==> src/rtl/alu_pkg.sv <==
// Shared constants for the ALU datapath: FSM encodings, default width, op codes.
package alu_pkg;

  localparam int unsigned DEF_WIDTH = 8;

  localparam logic [1:0] ST_IDLE = 2'd0;
  localparam logic [1:0] ST_RUN  = 2'd1;
  localparam logic [1:0] ST_DONE = 2'd2;

  localparam logic OP_ADD = 1'b0;
  localparam logic OP_SUB = 1'b1;

endpackage : alu_pkg

==> src/rtl/full_adder.sv <==
// Single-bit full adder cell.
module full_adder (
  input  logic a,
  input  logic b,
  input  logic cin,
  output logic sum,
  output logic cout
);

  assign sum  = a ^ b ^ cin;
  assign cout = (a & b) | (cin & (a ^ b));

endmodule : full_adder

==> src/rtl/bit_serial_adder.sv <==
// Bit-serial add/subtract unit: one full_adder cell driven LSB first,
// one bit per clock, with carry, signed overflow and zero flags.
module bit_serial_adder
  import alu_pkg::*;
#(
  parameter int unsigned WIDTH = DEF_WIDTH
) (
  input  logic             clk,
  input  logic             rst,
  input  logic             start,
  input  logic [WIDTH-1:0] a,
  input  logic [WIDTH-1:0] b,
  input  logic             sub,
  output logic             busy,
  output logic             done,
  output logic [WIDTH-1:0] result,
  output logic             cout,
  output logic             overflow,
  output logic             zero
);

  localparam int unsigned CW = (WIDTH > 1) ? $clog2(WIDTH) : 1;

  logic [1:0]       state;
  logic [WIDTH-1:0] a_sr;
  logic [WIDTH-1:0] b_sr;
  logic             carry;
  logic [CW-1:0]    cnt;
  logic             fa_s;
  logic             fa_c;
  logic             last_bit;
  logic [WIDTH-1:0] result_next;

  full_adder u_fa (
    .a    (a_sr[0]),
    .b    (b_sr[0]),
    .cin  (carry),
    .sum  (fa_s),
    .cout (fa_c)
  );

  assign last_bit    = (cnt == CW'(WIDTH - 1));
  assign result_next = {fa_s, result[WIDTH-1:1]};

  assign busy = (state == ST_RUN);
  assign done = (state == ST_DONE);

  // FSM, operand/result shift registers, carry flop and flag capture
  always_ff @(posedge clk or posedge rst) begin
    if (rst) begin
      state    <= ST_IDLE;
      a_sr     <= '0;
      b_sr     <= '0;
      carry    <= 1'b0;
      cnt      <= '0;
      result   <= '0;
      cout     <= 1'b0;
      overflow <= 1'b0;
      zero     <= 1'b0;
    end else begin
      case (state)
        ST_IDLE: begin
          if (start) begin
            a_sr  <= a;
            // subtraction is A + ~B + 1: invert B and seed the carry with 1
            b_sr  <= (sub == OP_SUB) ? ~b : b;
            carry <= sub;
            cnt   <= '0;
            state <= ST_RUN;
          end
        end
        ST_RUN: begin
          result <= result_next;
          a_sr   <= a_sr >> 1;
          b_sr   <= b_sr >> 1;
          carry  <= fa_c;
          cnt    <= cnt + CW'(1);
          if (last_bit) begin
            // carry still holds the carry into the MSB on this cycle
            overflow <= carry ^ fa_c;
            cout     <= fa_c;
            zero     <= (result_next == '0);
            state    <= ST_DONE;
          end
        end
        ST_DONE: begin
          state <= ST_IDLE;
        end
        default: begin
          state <= ST_IDLE;
        end
      endcase
    end
  end

endmodule : bit_serial_adder

==> config.mk <==
export PLATFORM = sky130hd
export DESIGN_NAME = bit_serial_adder
export DESIGN_NICKNAME = d
export VERILOG_FILES = /design/src/rtl/alu_pkg.sv /design/src/rtl/full_adder.sv /design/src/rtl/bit_serial_adder.sv
export SDC_FILE = /design/constraint.sdc
export NUM_CORES = 1
export LEC_CHECK = 0
export ABC_AREA = 1
export CORE_UTILIZATION = 54
export DETAILED_ROUTE_END_ITERATION = 7
export GPL_ROUTABILITY_DRIVEN = 1
export PLACE_DENSITY = 0.89
export SYNTH_ARGS = -nofsm -noshare
export SYNTH_HDL_FRONTEND = slang
export SYNTH_SLANG_ARGS = --single-unit
export TNS_END_PERCENT = 1
==> constraint.sdc <==
create_clock -name clk -period 3.2 [get_ports clk]
set_input_delay 0.32 -clock clk [delete_from_list [all_inputs] [get_ports clk]]
set_output_delay 0.32 -clock clk [all_outputs]
set_load 0.02 [all_outputs]
==> summary.md, run 1 <==
| Metric | Value |
|---|---|
| Outcome | `finished clean` |
| Worst setup EP type | `output port` |
| Clock sink count | `33` |
| Simple-gate area share of the yosys netlist | `34.1%` |
| Vias in the first global route | `1,197` |
| DP Area | `0.00192 sq mm` |
| Post-synth EDFFs | `0` |
| Yosys cell types | `21` |
| Wirelength, routed | `2950 um` |
| Ys Warns | `0` |
| Latest clock arrival within the worst-skew pair | `0.33 ns` |
| Total number of vias | `1,347` |
| Post-DP HPWL | `2090 um` |
| Placed cells | `252` |
| Io pins | `33` |
| Xor/xnor cell area share of the yosys netlist | `1.07%` |
| Reg-to-Reg End | `zero` |
| # DRC | `0` |
| Synth area leader | `dfrtp_1` |
| Die area | `0.00325 sq mm` |
| Syn Area/Cell | `8.29 sq um` |
| Clock transition at path regs | `0.10 ns` |
| Die Width | `57.0 um` |
| Fraction of layout cells with a size suffix above 1 | `8.30%` |
| Placeable Area | `0.00281 sq mm` |
| Max IR drop VDD | `0.000361 V` |
| Diodes inserted | `0` |
| Initial Util | `58.3%` |
| Root Driver | `clkbuf_4` |
| P&R area growth vs syn | `21.8%` |
| Layout Nets | `251` |
| Hold buffer count at CTS | `0` |
| Port bufs | `32` |
| Synthesized netlist cell count | `197` |
| Largest net degree at the start of global routing | `33` |
| Final worst-path cycle share | `75.5%` |
| Drt pass-1 iters | `4` |
| Post-cts resize count | `0` |
| Synth top area share | `50.5%` |
| Synth area leaders | `dfrtp_1, nand2_1, nand3_1, buf_6, inv_1` |
| Reg2reg path depth | `6` |
| Min-Delay Path Class | `in -> async` |
| Fin. Hold Viols | `0` |
| Mapped Nets | `220` |
| Final Cell Area | `0.00199 sq mm` |
| Worst-margin pin slew | `0.611 ns` |
| Max Fclk | `414 MHz` |
| Mapped Area | `0.00163 sq mm` |
| Prevailing post-synth register cell | `dfrtp_1` |
| H-tree levels | `2` |
| Max-cap violations | `0` |
| Clock buffer count from CTS | `5` |
| Rel. slew slack | `59.2%` |
| Antenna viol nets, final | `0` |
| Compound-gate portion of the synthesized area | `3.52%` |
| Leakage power | `0.994 nW` |
| FF-to-FF setup slack | `1.82 ns` |
| Detailed-route vias per instance | `5.18` |
| First-pass GRT wire length | `5310 um` |
| Power consumption | `0.00173 W` |
| Reg-to-Reg Start | `carry` |
| GRT Total Usage | `21.9%` |
| Sum Neg Setup Slack | `0 ns` |
| Setup Buffers After CTS | `0` |
| 1st-iter DRT viols | `53` |
| CP Class | `reg -> out` |
| Row cnt | `19` |
| Hold WS | `0.350 ns` |
| Fillers | `227` |
| Cell Count, Final, Fillers Out | `260` |
| RePlAce Congestion | `0.760` |
| Adder-cell share of the synthesized area | `2.76%` |
| Synth cell count leaders | `nand2_1, nand3_1, dfrtp_1, inv_1, nor2_1` |
| Main combinational cell family by area after synthesis | `simple AND/OR/NAND/NOR gates` |
| Power Density | `871 mW/mm^2` |
| Sequential share of the synthesized area | `50.5%` |
| Tmin final | `2.42 ns` |
| Wire per inst | `11.3 um` |
| Crit path max fanout | `32` |
| #FFs+latches synth | `33` |
| Initial antenna violation count | `0` |
| Clock skew | `0.00485 ns` |
| Die Y-Extent | `57.0 um` |
| Asr flop ratio synth | `100%` |
| Most common cell in the netlist | `nand2_1` |
| Multiplexer share of the synthesized area | `0%` |
| Pins Over Slew Limit | `0` |
| Maximum root-to-sink buffer count | `2` |
| Gr ovfl total | `0` |
| Startpoint types | `flip-flop` |
| Unrepaired setup endpoints after global routing | `false` |
| TritonCTS clock tree | `done` |
| Required time worst endpoint | `2.88 ns` |
| Worst EP arrival | `2.10 ns` |
| Setup violators final | `0` |
[final cells by class]
type	instances	area (sq um)	share of cell area (%)
inverters	13	51.3	2.58
clock inverters	1	5.00	0.251
repair buffers	33	328	16.5
flip-flops and latches	33	826	41.5
clock buffers	7	65.1	3.27
multi-input cells	142	677	34.0
well taps	31	38.8	1.95
[stage by stage]
step	util (%)	setup slack (ns)
detailed placement	68.5	1.15
CTS	71.0	0.771
global route	71.0	0.660
finish	71.0	0.784
floorplan	-	1.92
global placement	68.5	1.19
[registers in the layout (all words and copies together), names as in the netlist]
signal and cells:
zero 1, result 8, cnt 3, cout 1, b_sr 8, overflow 1, a_sr 8, state 2
carry 1
[cells by family after synthesis]
group                      Yosys count
AOI/OAI and AO/OA                   10
xor gates and xnor gates             2
DFF                                 33
and+or+nand+nor                    127
adders and majority gates            3
buffers and inverters               22
[metal layers]
layer	up-vias	part of all wire [%]	global-route usage [%]
met5	-	0	0
met4	0	1.6	8.71
met3	5	4.2	6.80
met2	36	48	33.4
met1	621	46	29.6
li1	685	-	-
[worst max path at each step]
stage | slack [ns] | to | start
after CTS | 0.77 | busy | state[1]
after global routing | 0.66 | busy | state[1]
after global placement | 1.19 | busy | state[1]
after floorplan | 1.92 | zero | carry
final | 0.78 | busy | state[1]
after detailed placement | 1.15 | busy | state[1]
[critical path, stage by stage (launching register included)]
cell	delay, ns
dfrtp_1	0.45
inv_2	0.14
nand2_4	0.22
inv_4	0.30
clkdlybuf4s50_1	0.65
[placed cells by master, fill, tap and decap left out, drive strengths merged]
cell type | synthesis | final
a21oi | 1 | 1
fa | 1 | 1
inv | 13 | 13
o21ai | 9 | 9
nand2 | 82 | 82
dfrtp | 33 | 33
clkdlybuf4s50 | 0 | 32
clkinv | 0 | 1
xnor2 | 2 | 2
nor2 | 9 | 9
ha | 2 | 2
nand3 | 36 | 36
clkbuf | 1 | 7
buf | 8 | 1
[report_power, final]
part	internal (W)	total [W]	leakage [nW]	switching (W)
clock network	0.000127	0.000264	0.0413	0.000136
logic	0.000317	0.000755	0.529	0.000438
registers	0.000590	0.000715	0.424	0.000125
Power figures use the tool's default switching activity.
==> run 2: changes to the inputs <==
Settings changed: CORE_UTILIZATION 54 to 50, PLACE_DENSITY 0.89 to 0.84.
Clock period 3.2 ns to 2.39 ns, I/O delays scaled along.
==> run 2 against run 1 <==
  * Count of clock-buffer cells in the layout stayed put
  * Clock power is 66% higher
  * Total power is 39% higher
  * Routed wire length decreased by 0.54%
  * Cell area rose by 2.3%
  * Highest routed layer unchanged
==> summary.md, run 2 (synthesis results as in run 1) <==
| Metric | Value |
|---|---|
| Worst-margin pin slew | `0.408 ns (-0.203 ns)` |
| Io pins | `33 (unchanged)` |
| Tmin final | `2.14 ns` |
| Register area | `826 sq um (unchanged)` |
| Rel. slew slack | `72.8% (+14 points)` |
| CP top delay family | `buffers and inverters` |
| 1st-iter DRT viols | `33 (-38%)` |
| Placed cells | `267 (+6.0%)` |
| Gr ovfl total | `0 (unchanged)` |
| Worst setup EP type | `output port` |
| FF-to-FF setup slack | `0.92 ns (-0.90 ns)` |
| Max-cap violations | `0 (unchanged)` |
| Pins Over Slew Limit | `0 (unchanged)` |
| Pre-CTS WS | `0.623 ns (-0.526 ns)` |
| Outcome | `finished clean` |
| Commonest non-fill, non-tap cell in the layout | `nand2_1` |
| Die Y-Extent | `59.2 um (+3.8%)` |
| P&R area growth vs syn | `24.7%` |
| Sum Neg Setup Slack | `0 ns (unchanged)` |
| Power consumption | `0.00241 W (+39%)` |
| Fillers | `268 (+18%)` |
| Layout Nets | `253 (+0.80%)` |
| Initial antenna violation count | `0 (unchanged)` |
| Required time worst endpoint | `2.15 ns (-0.73 ns)` |
| DP Area | `0.00195 sq mm (+1.6%)` |
| Clock sink count | `33 (unchanged)` |
| Commonest cells after routing, fill and taps aside | `nand2_1, nand3_1, dfrtp_1` |
| Min-Delay Path Class | `in -> async` |
| Initial Util | `53.1% (-5.2 points)` |
| Clock skew | `0.00251 ns (-0.00234 ns)` |
| PnR worst setup slack | `0.252 ns (-0.532 ns)` |
| Wire per inst | `10.7 um (-6.0%)` |
| Largest net degree at the start of global routing | `34 (+3.0%)` |
| Hold buffer count at CTS | `0 (unchanged)` |
| Final worst-path cycle share | `89.5%` |
| Reg-to-Reg Start | `state[1]` |
| Latest clock arrival within the worst-skew pair | `0.34 ns (about the same)` |
| CP Class | `reg -> out` |
| First-pass GRT wire length | `5120 um (-3.7%)` |
| Post-cts resize count | `0 (unchanged)` |
| Unrepaired setup endpoints after global routing | `false` |
| Number of buffers and inverters on the critical path | `3 (unchanged)` |
| Crit path cell chain | `inv_2, nand2_4, inv_4, clkdlybuf4s50_1` |
| Worst EP arrival | `1.90 ns (-0.20 ns)` |
| Biggest regs | `a_sr x8, b_sr x8, result x8` |
| TritonCTS clock tree | `done` |
| Power Density | `1180 mW/mm^2 (+36%)` |
| Antenna viol nets, final | `0 (unchanged)` |
| Max Fclk | `468 MHz` |
| Cell Count, Final, Fillers Out | `275 (+5.8%)` |
| RePlAce Congestion | `0.733 (-3.6%)` |
| Detailed-route vias per instance | `4.89 (-5.5%)` |
| Placeable Area | `0.00308 sq mm (+9.7%)` |
| Startpoint types | `flip-flop` |
| Final Cell Area | `0.00204 sq mm (+2.3%)` |
| Vias in the first global route | `1,177 (-1.7%)` |
| Reg2reg path depth | `6 (unchanged)` |
| Port bufs | `32 (unchanged)` |
| Post-DP HPWL | `2040 um (-2.5%)` |
| Slowest CP cell | `clkdlybuf4s50_1` |
| Fin. Hold Viols | `0 (unchanged)` |
| Reg-to-Reg End | `a_sr[5]` |
| # DRC | `0 (unchanged)` |
| Leakage power | `1.01 nW (+1.4%)` |
| Multi-input combinational cell area | `677 sq um (unchanged)` |
| Total number of vias | `1,346 (-0.074%)` |
| Fraction of layout cells with a size suffix above 1 | `8.66% (+0.36 points)` |
| Max IR drop VDD | `0.000521 V (+44%)` |
| GRT Total Usage | `20.5% (-1.4 points)` |
| Clock transition at path regs | `0.10 ns (about the same)` |
| Wirelength, routed | `2930 um (-0.54%)` |
| Setup violators final | `0 (unchanged)` |
| Root Driver | `clkbuf_4` |
| Die Width | `59.2 um (+3.8%)` |
| Setup Buffers After CTS | `0 (unchanged)` |
| Drt pass-1 iters | `4 (unchanged)` |
| Clock buffer count from CTS | `5 (unchanged)` |
| Diodes inserted | `0 (unchanged)` |
| Worst path max stage delay | `0.60 ns (-0.05 ns)` |
| Row cnt | `20 (+1)` |
| Die area | `0.00350 sq mm (+7.7%)` |
| Crit path max fanout | `32 (unchanged)` |
| Maximum root-to-sink buffer count | `2 (unchanged)` |
| H-tree levels | `2 (unchanged)` |
-- run 2: changes by cell type in the layout (fill, tap and decap cells not counted) --
cell       previous run  this run
buf_4                 1         3
bufinv_16             0         1
clkbuf_1              0         1
clkbuf_8              2         1
clkinv_2              1         0
-- run 2: routing by layer --
metal  track usage, %  routed length, um  part of all wire (%)  vias to the layer above
met5                0                  0                     0                        -
li1                 -                  -                     -                      695
met2             32.0               1300                    44                       34
met4             8.16                 57                   1.9                        0
met1             26.1               1430                    49                      610
met3             7.42                141                   4.8                        7
-- run 2: how the worst max path moves through the flow --
| stage | from | to | slack (ns) | cells past startpoint |
|---|---|---|---|---|
| 2_1_floorplan | carry | zero | 1.11 | 6 |
| 3_3_place_gp | state[1] | busy | 0.66 | 4 |
| 3_5_place_dp | state[1] | busy | 0.62 | 4 |
| 4_1_cts | state[1] | busy | 0.22 | 4 |
| 5_1_grt | state[1] | busy | 0.14 | 4 |
| 6_report | state[1] | busy | 0.25 | 4 |
-- run 2: worst reg2reg max path, stage by stage (launching register included) --
cell	delay, ns
dfrtp_1	0.45
inv_2	0.14
nand2_4	0.22
inv_4	0.14
buf_4	0.26
nand2_1	0.10
nand3_1	0.09
-- run 2: final cells by class --
type / instances / share of cell area (%)
clock buffer: 7 / 2.70
inverter: 13 / 2.52
timing repair buffer: 35 / 16.8
clock inverter: 1 / 1.47
tap: 44 / 2.70
multi-input combinational: 142 / 33.2
sequential: 33 / 40.5
-- run 2: per-stage QoR --
stage               hold slack, ns  util [%]
finish                       0.269      66.2
global route                 0.302      66.2
CTS                          0.265      66.2
detailed placement           0.476      63.4
global placement             0.468      63.4
floorplan                    0.349         -
-- run 2: report_power, final --
part / switching [W] / leakage [nW] / internal, W / total, W
logic: 0.000586 / 0.538 / 0.000435 / 0.00102
clock network: 0.000187 / 0.0455 / 0.000250 / 0.000437
registers: 0.000165 / 0.424 / 0.000790 / 0.000956
total: 0.000938 / 1.01 / 0.00148 / 0.00241
